File: src/rtl/multiword_adder_ctrl_pkg.sv
// Shared types and constants for the nibble-serial multiword adder.
// Optional SUBTRACT_MODE_EN adds a subtract path in the interface and controller.
package multiword_adder_pkg;

  localparam int NIBBLE_W = 4;

  typedef enum logic [1:0] {
    IDLE = 2'd0,
    ADD  = 2'd1,
    DONE = 2'd2
  } state_t;

  // A single-nibble build still needs a one-bit index register.
  function automatic int idx_width(input int num_nibbles);
    return (num_nibbles <= 1) ? 1 : $clog2(num_nibbles);
  endfunction

endpackage

File: src/rtl/multiword_adder_ctrl_if.sv
// Operand/result valid-ready bundle for multiword_adder_ctrl.
// With SUBTRACT_MODE_EN defined, an extra 'sub' request bit travels with the operands.
interface multiword_adder_ctrl_if #(
  parameter int NUM_NIBBLES = 4
);
  import multiword_adder_pkg::*;

  localparam int W = NIBBLE_W * NUM_NIBBLES;

  logic         in_valid;
  logic         in_ready;
  logic [W-1:0] a;
  logic [W-1:0] b;
  logic         cin;
  logic         out_valid;
  logic         out_ready;
  logic [W-1:0] sum;
  logic         cout;
`ifdef SUBTRACT_MODE_EN
  logic         sub;

  modport master (
    output in_valid, a, b, cin, sub, out_ready,
    input  in_ready, out_valid, sum, cout
  );

  modport slave (
    input  in_valid, a, b, cin, sub, out_ready,
    output in_ready, out_valid, sum, cout
  );
`else
  modport master (
    output in_valid, a, b, cin, out_ready,
    input  in_ready, out_valid, sum, cout
  );

  modport slave (
    input  in_valid, a, b, cin, out_ready,
    output in_ready, out_valid, sum, cout
  );
`endif

endinterface

File: src/rtl/multiword_adder_ctrl_ripple_adder.sv
// 4-bit ripple-carry adder built from explicit full-adder equations.
// This is the only arithmetic element used by multiword_adder_ctrl.
module ripple_adder
  import multiword_adder_pkg::*;
(
  input  logic [NIBBLE_W-1:0] a,
  input  logic [NIBBLE_W-1:0] b,
  input  logic                cin,
  output logic [NIBBLE_W-1:0] sum,
  output logic                cout
);

  logic [NIBBLE_W:0] carry;

  always_comb begin
    sum      = '0;
    carry    = '0;
    carry[0] = cin;
    for (int i = 0; i < NIBBLE_W; i++) begin
      sum[i]       = a[i] ^ b[i] ^ carry[i];
      carry[i + 1] = (a[i] & b[i]) | (carry[i] & (a[i] ^ b[i]));
    end
    cout = carry[NIBBLE_W];
  end

endmodule

File: src/rtl/multiword_adder_ctrl.sv
// Nibble-serial wide adder: one shared ripple_adder, carry fed back through carry_r.
// Define SUBTRACT_MODE_EN to add the 'sub' request (a - b via inverted b and carry-in 1).
module multiword_adder_ctrl
  import multiword_adder_pkg::*;
#(
  parameter int NUM_NIBBLES = 4
) (
  input  logic                  clk,
  input  logic                  rst,
  multiword_adder_ctrl_if.slave bus
);

  localparam int W     = NIBBLE_W * NUM_NIBBLES;
  localparam int IDX_W = idx_width(NUM_NIBBLES);
  localparam logic [IDX_W-1:0] LAST_IDX = IDX_W'(NUM_NIBBLES - 1);

  state_t              state;
  state_t              state_nxt;
  logic [W-1:0]        a_r;
  logic [W-1:0]        b_r;
  logic [W-1:0]        sum_r;
  logic                carry_r;
  logic [IDX_W-1:0]    idx;
  logic [IDX_W+1:0]    bit_base;
  logic [NIBBLE_W-1:0] a_nib;
  logic [NIBBLE_W-1:0] b_nib;
  logic [NIBBLE_W-1:0] add_sum;
  logic                add_cout;
  logic                accept;
`ifdef SUBTRACT_MODE_EN
  logic                sub_r;
`endif

  assign accept   = (state == IDLE) && bus.in_valid;
  assign bit_base = {idx, 2'b00};

  // Select the current nibble of each latched operand for the shared adder.
  always_comb begin
    a_nib = a_r[bit_base +: NIBBLE_W];
`ifdef SUBTRACT_MODE_EN
    b_nib = sub_r ? ~b_r[bit_base +: NIBBLE_W] : b_r[bit_base +: NIBBLE_W];
`else
    b_nib = b_r[bit_base +: NIBBLE_W];
`endif
  end

  ripple_adder u_adder (
    .a    (a_nib),
    .b    (b_nib),
    .cin  (carry_r),
    .sum  (add_sum),
    .cout (add_cout)
  );

  always_ff @(posedge clk) begin
    if (rst) begin
      state <= IDLE;
    end else begin
      state <= state_nxt;
    end
  end

  always_comb begin
    state_nxt = state;
    case (state)
      IDLE:    if (accept) state_nxt = ADD;
      ADD:     if (idx == LAST_IDX) state_nxt = DONE;
      DONE:    if (bus.out_ready) state_nxt = IDLE;
      default: state_nxt = IDLE;
    endcase
  end

  // Operand capture and per-nibble accumulation; DONE leaves everything frozen.
  always_ff @(posedge clk) begin
    if (rst) begin
      a_r     <= '0;
      b_r     <= '0;
      sum_r   <= '0;
      carry_r <= 1'b0;
      idx     <= '0;
`ifdef SUBTRACT_MODE_EN
      sub_r   <= 1'b0;
`endif
    end else begin
      case (state)
        IDLE: begin
          if (accept) begin
            a_r <= bus.a;
            b_r <= bus.b;
            idx <= '0;
`ifdef SUBTRACT_MODE_EN
            sub_r   <= bus.sub;
            carry_r <= bus.sub ? 1'b1 : bus.cin;
`else
            carry_r <= bus.cin;
`endif
          end
        end
        ADD: begin
          sum_r[bit_base +: NIBBLE_W] <= add_sum;
          carry_r                     <= add_cout;
          if (idx != LAST_IDX) begin
            idx <= idx + 1'b1;
          end
        end
        default: begin
        end
      endcase
    end
  end

  assign bus.in_ready  = (state == IDLE);
  assign bus.out_valid = (state == DONE);
  assign bus.sum       = sum_r;
  assign bus.cout      = carry_r;

endmodule

File: src/flat_wrapper.sv
// flat-port wrapper written by rule: the top's interface ports become plain ports
module multiword_adder_ctrl_flat import multiword_adder_pkg::*;
#(
  parameter int NUM_NIBBLES = 4
)
  (clk, rst, bus_in_valid, bus_a, bus_b, bus_cin, bus_out_ready, bus_in_ready, bus_out_valid, bus_sum, bus_cout);
  multiword_adder_ctrl_if #(.NUM_NIBBLES(NUM_NIBBLES)) bus_i ();
  input  logic clk;
  input  logic rst;
  input wire logic [$bits(bus_i.in_valid)-1:0] bus_in_valid;
  input wire logic [$bits(bus_i.a)-1:0] bus_a;
  input wire logic [$bits(bus_i.b)-1:0] bus_b;
  input wire logic [$bits(bus_i.cin)-1:0] bus_cin;
  input wire logic [$bits(bus_i.out_ready)-1:0] bus_out_ready;
  output wire logic [$bits(bus_i.in_ready)-1:0] bus_in_ready;
  output wire logic [$bits(bus_i.out_valid)-1:0] bus_out_valid;
  output wire logic [$bits(bus_i.sum)-1:0] bus_sum;
  output wire logic [$bits(bus_i.cout)-1:0] bus_cout;
  assign bus_i.in_valid = bus_in_valid;
  assign bus_i.a = bus_a;
  assign bus_i.b = bus_b;
  assign bus_i.cin = bus_cin;
  assign bus_i.out_ready = bus_out_ready;
  assign bus_in_ready = bus_i.in_ready;
  assign bus_out_valid = bus_i.out_valid;
  assign bus_sum = bus_i.sum;
  assign bus_cout = bus_i.cout;
  multiword_adder_ctrl #(.NUM_NIBBLES(NUM_NIBBLES)) u_core (.clk(clk), .rst(rst), .bus(bus_i));
endmodule
File: config.mk
export PLATFORM = sky130hd
export DESIGN_NAME = multiword_adder_ctrl_flat
export DESIGN_NICKNAME = d
export VERILOG_FILES = /design/src/rtl/multiword_adder_ctrl_pkg.sv /design/src/rtl/multiword_adder_ctrl_if.sv /design/src/rtl/multiword_adder_ctrl_ripple_adder.sv /design/src/rtl/multiword_adder_ctrl.sv /design/src/flat_wrapper.sv
export SDC_FILE = /design/constraint.sdc
export NUM_CORES = 1
export LEC_CHECK = 0
export ABC_AREA = 0
export CORE_ASPECT_RATIO = 0.6
export CORE_UTILIZATION = 49
export DETAILED_ROUTE_END_ITERATION = 10
export PLACE_DENSITY = 0.75
export SETUP_SLACK_MARGIN = 0.15
export SLEW_MARGIN = 30
export SYNTH_ARGS = -nofsm -noshare
export SYNTH_HDL_FRONTEND = slang
export SYNTH_HIERARCHICAL = 1
export SYNTH_SLANG_ARGS = --single-unit
File: constraint.sdc
create_clock -name clk -period 4.3 [get_ports clk]
set_input_delay 0.43 -clock clk [delete_from_list [all_inputs] [get_ports clk]]
set_output_delay 0.43 -clock clk [all_outputs]
set_load 0.005 [all_outputs]
-- After elaboration in Yosys (flattened, before gate mapping)
Index checks and enable logic that the tools add are counted.
- flip-flop bits (word level): 53
- input port bits: 37
- logic and storage cells: 57
- multiplexer cells: 10
- bitwise gates (word level): 20
- add/sub/neg operators: 2
- equality and inequality tests: 8
- shift operators: 4
- reductions and logical operators: 7
- operator list (operator ; number):
    16-bit by 5-bit indexed part select with 4-bit output ; 2
    16-bit bitwise mux ; 1
    4-bit by 6-bit variable shift with 16-bit output (first input constant) ; 1
    4-bit by 6-bit indexed part select with 16-bit output ; 1
    2-bit two-way mux ; 5
    1-bit bitwise AND ; 8
    1-bit XOR ; 8
    2-bit by 1-bit != test with 1-bit output (second input constant) ; 3
    4-bit negator with 6-bit output ; 1
    2-bit case mux with 3 select lines ; 1
    3-bit AND reduction ; 2
    2-bit == test (second input constant) ; 2
    2-bit != test (second input constant) ; 2
    1-bit OR ; 4
    2-bit case mux with 2 select lines ; 1
    2-bit AND reduction ; 2
    2-bit by 1-bit adder with 2-bit output (second input constant) ; 1
    2-bit by 1-bit == test with 1-bit output (second input constant) ; 1
    2-bit zero test ; 1
    1-bit case mux with 2 select lines ; 1
    2-bit nonzero test ; 1
    1-bit logical AND ; 1
    1-bit two-way mux ; 1

-- Depth between registers and ports, before layout
Gate-level depths: netlist of the first run.
- depth after elaboration: 11
- mapped depth: 12

-- Modules after synthesis
The synthesis of the first run kept the hierarchy.
- modules (own cells, without submodules) (module ; cells each ; area an instance (µm²) ; times used):
    multiword_adder_ctrl ; 255 ; 2284.7 ; 1
    ripple_adder ; 14 ; 117.6 ; 1

-- Worst setup path before layout of the first run
Ideal clock, no wire load.
- kind: register -> register
- start: register u_core.idx[0]
- end: register u_core.sum_r[15] (netlist: u_core/bus.sum[15])
- data required time: 4.230 ns
- clock period less this slack: 3.075 ns
- buffers on the path: 1
- slack: 1.225 ns
- cell stages (with the launch flop): 13
- arrival time: 3.005 ns
- cell sequence: dfxtp_1 -> buf_2 -> mux4_2 -> fa_1 -> inv_1 -> fa_1 -> inv_1 -> fa_1 -> inv_1 -> fa_1 -> inv_1 -> nand3_1 -> a21oi_1
- longest elaborated chain between the ends: 11
- elaborated cells on any way between the ends: 23
- classes of those cells: 1 x add/sub; 4 x shift; 1 x mux; 17 x bitwise
- RTL lines (item ; RTL line ; source):
    start, declared ; multiword_adder_ctrl.sv:23 ; logic [IDX_W-1:0] idx;
    start signal, assigned ; multiword_adder_ctrl.sv:103 ; idx <= idx + 1'b1;
    16-bit by 5-bit indexed part select with 4-bit output (*) ; multiword_adder_ctrl.sv:39 ; a_nib = a_r[bit_base +: NIBBLE_W];
    named net u_core.a_nib[0] ; multiword_adder_ctrl.sv:25 ; logic [NIBBLE_W-1:0] a_nib;
    1-bit XOR ; multiword_adder_ctrl_ripple_adder.sv:21 ; carry[i + 1] = (a[i] & b[i]) | (carry[i] & (a[i] ^ b[i]));
    1-bit bitwise AND ; multiword_adder_ctrl_ripple_adder.sv:21 ;
    1-bit OR (*) ; multiword_adder_ctrl_ripple_adder.sv:21 ;
    1-bit bitwise AND (*) ; multiword_adder_ctrl_ripple_adder.sv:21 ;
    1-bit OR (*) ; multiword_adder_ctrl_ripple_adder.sv:21 ;
    1-bit bitwise AND (*) ; multiword_adder_ctrl_ripple_adder.sv:21 ;
    1-bit OR (*) ; multiword_adder_ctrl_ripple_adder.sv:21 ;
    1-bit XOR (*) ; multiword_adder_ctrl_ripple_adder.sv:20 ; sum[i] = a[i] ^ b[i] ^ carry[i];
    named net u_core.add_sum[3] ; multiword_adder_ctrl.sv:27 ; logic [NIBBLE_W-1:0] add_sum;
    4-bit by 6-bit indexed part select with 16-bit output (*) ; multiword_adder_ctrl.sv:100 ; sum_r[bit_base +: NIBBLE_W] <= add_sum;
    16-bit bitwise mux (*) ; multiword_adder_ctrl.sv:100 ;
    end signal, assigned by index ; multiword_adder_ctrl.sv:100 ;
    end, declared ; multiword_adder_ctrl.sv:21 ; logic [W-1:0] sum_r;
The timed path passes the listed nets; every way through them passes the cells marked *.
A chain may end at the register's enable or synchronous reset.

-- Worst setup path after layout of the first run
- start: register u_core.idx[0]
- end: register u_core.sum_r[3] (netlist: u_core/bus.sum[3])
The elaborated chain is that of the path after synthesis.

==> results of run 1 <==
==> per-stage QoR <==
step	setup slack [ps]	utilization [%]	power [W]	cells	cell area [um2]
global placement	1320	63.5	0.000689	369	2940
global route	1030	65.7	0.00101	377	3050
floorplan	1220	-	0.000629	269	2400
detailed placement	1290	63.8	0.000695	370	2960
CTS	1250	65.6	0.000969	377	3040
finish	1270	65.7	0.000966	377	3050
==> worst paths after layout <==
path | slack [ps] | endpoint | depth (start not counted) | from
setup / recovery | 1270 | u_core/bus.sum[3] | 11 | u_core/idx[0]
hold / removal | 450 | u_core/bus.sum[12] | 2 | u_core/bus.sum[12]
setup reg to reg | 1270 | u_core/bus.sum[3] | 11 | u_core/idx[0]
hold reg to reg | 450 | u_core/bus.sum[12] | 2 | u_core/bus.sum[12]
==> layer usage <==
metal  vias to the layer above  wire [um]
li1                        998          -
met1                       941       2850
met2                        55       2160
met3                         2        314
met4                         0         30
met5                         -          0
==> logic make-up after synthesis <==
kind of cell               Yosys count
and+or+nand+nor                    111
muxes                                9
adders and majority gates           10
DFF                                 53
buffers and inverters               34
AOI/OAI and AO/OA                   52
==> tightest hold or removal path, stage by stage, from the launching register on <==
cell	delay [ps]
dfxtp_1	310
nand2_1	50
a21oi_1	50
==> layout by cell type (no fill, tap or decap) <==
| cell | synthesis | layout |
|---|---|---|
| a2111oi_2 | 1 | 1 |
| a21oi_1 | 40 | 40 |
| a22oi_1 | 1 | 1 |
| a31o_2 | 8 | 8 |
| and2b_1 | 1 | 1 |
| and3b_1 | 4 | 4 |
| buf_4 | 3 | 2 |
| buf_8 | 0 | 1 |
| clkbuf_1 | 6 | 1 |
| clkbuf_8 | 0 | 6 |
| clkdlybuf4s50_1 | 0 | 54 |
| dfxtp_1 | 53 | 53 |
| fa_1 | 4 | 4 |
| ha_1 | 6 | 6 |
| inv_1 | 15 | 15 |
| mux2i_1 | 1 | 1 |
| mux4_2 | 8 | 8 |
| nand2_1 | 73 | 73 |
| nand2b_1 | 1 | 1 |
| nand3_1 | 4 | 4 |
| nand3b_1 | 2 | 2 |
| nand4_1 | 4 | 4 |
| nor2_1 | 4 | 4 |
| nor2b_1 | 1 | 1 |
| nor3_1 | 2 | 2 |
| nor3b_1 | 8 | 8 |
| nor3b_4 | 0 | 1 |
| nor4_1 | 2 | 2 |
| nor4b_1 | 1 | 1 |
| o31ai_1 | 1 | 1 |
| o32ai_1 | 1 | 1 |
| or3_1 | 1 | 1 |
| or3b_1 | 1 | 1 |
| or3b_2 | 1 | 1 |
==> sequential cells by signal, summed over array words and instances (netlist names) <==
| name | flops |
|---|---|
| u_core/a_r | 16 |
| u_core/b_r | 16 |
| u_core/bus.sum | 16 |
| u_core/idx | 2 |
| u_core/state | 2 |
| u_core/bus.cout | 1 |
==> power breakdown <==
part           switching, W  internal, W
Sequential        0.0000173     0.000512
Combinational     0.0000796    0.0000766
Clock              0.000152     0.000128
Total              0.000249     0.000717
==> cell type report <==
cell class	instances	share of cell area, %
Multi-Input combinational cell	182	39.2
Inverter	15	1.85
Clock buffer	7	2.83
Tap cell	63	2.59
Sequential cell	53	34.8
Timing Repair Buffer	57	18.7
==> impl_metrics.yaml, run 1 <==
timing:
  finalMaxSlewViolations: 0
  hold_violations: 0
  finalSetupViolations: 0
  period_share_pct: 70.5
  max_slew_margin_pct: 50.5
  worst_pin_slew_ps: 735
  whs_ps: 454
  grt_setup_unrepaired: "false"
  skew_ps: 5.68
  max_freq_mhz: 330
  setup-tns-final_ps: 0
  layout_min_cycle_time_ps: 3030
logic_synthesis:
  synthArstFlopShare_pct: 0
  ys_types: 34
  yosys_warnings: 6
  synthAdderAreaFrac_pct: 6.46
  synthTopCellsByCount: "73 x nand2_1, 53 x dfxtp_1, 40 x a21oi_1"
  syn_inst: 269
  synth_fp_nets: 316
  synth_area_um2: 2400
  ys_ff_latch: 53
  synth.avg_cell_area_um2: 8.93
  synth_edf_count: 0
  synth_ff_type: "dfxtp_1"
  synth_compound_area_share_pct: 12.9
  synth_area_leader_cell: "dfxtp_1"
  synth.area.mux_share_pct: 7.92
  synth_top_family_by_area: "simple AND/OR/NAND/NOR gates"
  synthSimpleGateAreaFrac_pct: 22.1
  yosys-top-cells-area: "dfxtp_1 44%, nand2_1 11%, a21oi_1 8.3%, mux4_2 7.5%, fa_1 3.3%"
  synth_xor_xnor_area_share_pct: 0
  synth.most_common_cell: "nand2_1"
  synth_top_area_share_pct: 44.2
  ys_seq_area_share_pct: 44.2
floorplanning:
  die_area_um2: 5200
  start_util_pct: 51.8
  ios: 56
  row_count: 19
  die_h_um: 56.2
  die_x_um: 92.4
  coreArea_um2: 4640
grt:
  grt_pass1_wl_um: 8690
  grt_pass1_vias: 1770
  grt_use_met1_pct: 33.0
  antenna_found_initial: 0
  grt.busiest_layer: "met1"
  grt_overflow: 0
  grt_max_degree: 56
  use_met3_pct: 5.87
  grt_use_total_pct: 21.9
  gr-usage-met2_pct: 30.1
place:
  hpwlAfterDp_um: 3760
  port_buffers: 55
  gp_congestion: 0.771
clock_network:
  cts.path.max_buffers: 2
  tritoncts: "built"
  post_cts_buffers: 0
  h-tree-depth: 2
  ctsHoldBuffers: 0
  clock-sinks: 53
  cts_root_buf: "clkbuf_8"
  path_clk_slew_ps: 90
  cts-resized-gates: 0
  clk_latency_ps: 300
  numCtsBuffers: 5
cells_and_area:
  n_antenna_cell: 0
  regArea_um2: 1060
  area_delta_synth_final_pct: 26.8
  fillers: 424
  drive_gt1_share_pct: 8.92
  multiInputGateArea_um2: 1190
  nets: 361
setup_path:
  cp_num_buf_inv: 4
  crit_family: "adder cells"
  crit_chain: "mux4_2 > fa_1 > inv_1 > fa_1 > inv_1 > fa_1 > inv_1 > fa_1 > inv_1 > nand4_1 > a21oi_1"
  critical-path-max-stage-delay_ps: 560
  end_kind: "flop"
  worst-path-max-fanout: 5
  critical_path_required_ps: 4540
  cp-start-kind: "flop"
  setup.worst_path.class: "reg2reg"
  cp_slowest_cell: "mux4_2"
  arrival_ps: 3270
routing:
  drt_iter0_markers: 79
  finalWirelength_um: 5350
  wl_per_cell_um: 14.2
  final_antenna_net_count: 0
  vias: 1996
  viasPerCell: 5.29
  drc: 0
  dr.pass1.iters: 5
power:
  p_per_area_nw_per_um2: 317
  leakage_nw: 1.12
  irDropWorstVdd_v: 0.000145
flow_run:
  cap_violations: 0
hold_path:
  min-delay-path-class: "reg2reg"
status:
  outcome: "completed"
(Power assumes the default switching activity.)
==> run 2: changes to the inputs <==
- clock period: 4.3 -> 3 ns (I/O delays scaled with it)
==> impl_metrics.yaml, run 2 (synthesis results as in run 1) <==
clock_network:
  numCtsBuffers: 5
  clk_latency_ps: 300
  tritoncts: "built"
  h-tree-depth: 2
  ctsHoldBuffers: 0
  path_clk_slew_ps: 90
  cts_root_buf: "clkbuf_8"
  cts.path.max_buffers: 2
  clock-sinks: 53
setup_path:
  reg2reg_from: "u_core/idx[0]"
  rrSetupSlack_ps: 230
  critical-path-max-stage-delay_ps: 520
  cp-start-kind: "flop"
  arrival_ps: 3010
  end_kind: "flop"
  cp_slowest_cell: "mux4_2"
  worst-path-max-fanout: 4
  r2r_end: "u_core/bus.sum[11]"
  setup.worst_path.class: "reg2reg"
  cpMostUsedCell: "inv_2"
  r2r_cells: 11
  crit_chain: "mux4_2 > fa_2 > inv_2 > fa_1 > inv_1 > fa_2 > inv_2 > fa_1 > inv_2 > buf_4 > a31o_2"
  critical_path_required_ps: 3240
cells_and_area:
  fillers: 408
  drive_gt1_share_pct: 12.2
  n_antenna_cell: 0
  layout_commonest_cell: "nand2_1"
  area_delta_synth_final_pct: 28.2
  regArea_um2: 1060
  final_cell_mix: "73 x nand2_1, 54 x clkdlybuf4s50_1, 52 x dfxtp_1"
  postLayoutCellArea_um2: 3080
  instances_no_fill: 382
  nets: 365
  multiInputGateArea_um2: 1200
routing:
  vias: 2010
  viasPerCell: 5.26
  finalWirelength_um: 5290
  drt_iter0_markers: 83
  dr.pass1.iters: 4
  final_antenna_net_count: 0
  wl_per_cell_um: 13.9
  drc: 0
place:
  dpl-instance-area_um2: 2960
  port_buffers: 55
  gp_congestion: 0.762
  hpwlAfterDp_um: 3710
  post-place-cells: 371
floorplanning:
  die_h_um: 56.2
  die_x_um: 92.4
  ios: 56
  start_util_pct: 51.8
  coreArea_um2: 4640
  die_area_um2: 5200
  row_count: 19
power:
  clockPowerShare_pct: 28.1
  switching_share_pct: 26.1
  irDropWorstVdd_v: 0.000270
  power.total_w: 0.00138
  switchingPower_w: 0.000360
  p_per_area_nw_per_um2: 447
  pwr-share-seq_pct: 54.8
  p_int_w: 0.00102
  leakage_nw: 1.13
  p_comb_share_pct: 17.1
hold_path:
  min-delay-path-class: "reg2reg"
  holdPathEnd: "u_core/bus.sum[2]"
  hold_start: "u_core/bus.sum[2]"
  hold_depth: 2
timing:
  period_share_pct: 92.3
  layout_min_cycle_time_ps: 2770
  skew_ps: 7.41
  finalMaxSlewViolations: 0
  max_slew_margin_pct: 42.3
  worst_pin_slew_ps: 853
  grt_setup_unrepaired: "true"
  setup-tns-final_ps: 0
  hold_violations: 0
  finalSetupViolations: 0
  whs_ps: 455
  max_freq_mhz: 361
grt:
  grt_use_total_pct: 21.6
  grt_overflow: 0
  antenna_found_initial: 0
  grt_max_degree: 56
  grt_pass1_wl_um: 8770
  grt_pass1_vias: 1832
status:
  outcome: "completed"
flow_run:
  cap_violations: 0
## run 2: stage by stage
step / setup slack [ps] / utilization [%]
6_report: 232 / 66.4
5_1_grt: 99.9 / 66.4
4_1_cts: 157 / 65.9
3_5_place_dp: 179 / 63.9
3_3_place_gp: 231 / 63.9
2_1_floorplan: 161 / -
## run 2: worst max-delay path, delay by kind of cell, from the launching register on
| family | cells | cell delay, ps |
|---|---|---|
| multiplexers | 1 | 520 |
| AO/OA/AOI/OAI | 1 | 130 |
| flip-flops | 1 | 380 |
| adder cells (fa/ha/maj) | 4 | 1290 |
| buffers and inverters | 5 | 390 |
## run 2: final cells by class
| type | instances | area share [%] |
|---|---|---|
| Multi-Input combinational cell | 182 | 39.0 |
| Sequential cell | 53 | 34.6 |
| Timing Repair Buffer | 61 | 19.3 |
| Tap cell | 63 | 2.56 |
| Clock buffer | 7 | 2.48 |
| Inverter | 15 | 1.83 |
| Clock inverter | 1 | 0.244 |
## run 2: repair_timing
item / in CTS / in global routing
endpoints found under the setup margin: 1 / 4
pin swaps: 0 / 4
resized for setup: 0 / 4
setup buffers: 1 / 2
## run 2: layer usage
metal	up-vias	GRT usage [%]	share of wire, %	wire length, um
met5	-	0	0	0
met4	0	3.35	0.28	15
met3	2	4.92	5.8	307
met2	58	31.2	43	2290
met1	940	33.2	51	2680
li1	1010	-	-	-
## run 2: power by group through the flow
stage	Clock, W	Sequential (W)	Combinational, W
6_report	0.000387	0.000756	0.000236
4_1_cts	0.000396	0.000755	0.000227
3_5_place_dp	0	0.000772	0.000224
5_1_grt	0.000429	0.000760	0.000260
3_3_place_gp	0	0.000771	0.000219
2_1_floorplan	0	0.000764	0.000142
## run 2: worst max path at each step
stage                              from                  to  cells after the start
after floorplan           u_core/idx[0]   u_core/bus.sum[3]                     12
after global placement    u_core/idx[0]   u_core/bus.sum[3]                     11
after detailed placement  u_core/idx[0]  u_core/bus.sum[15]                     11
after CTS                 u_core/idx[0]   u_core/bus.sum[3]                     11
after global routing      u_core/idx[0]  u_core/bus.sum[15]                     11
final                     u_core/idx[0]  u_core/bus.sum[11]                     11
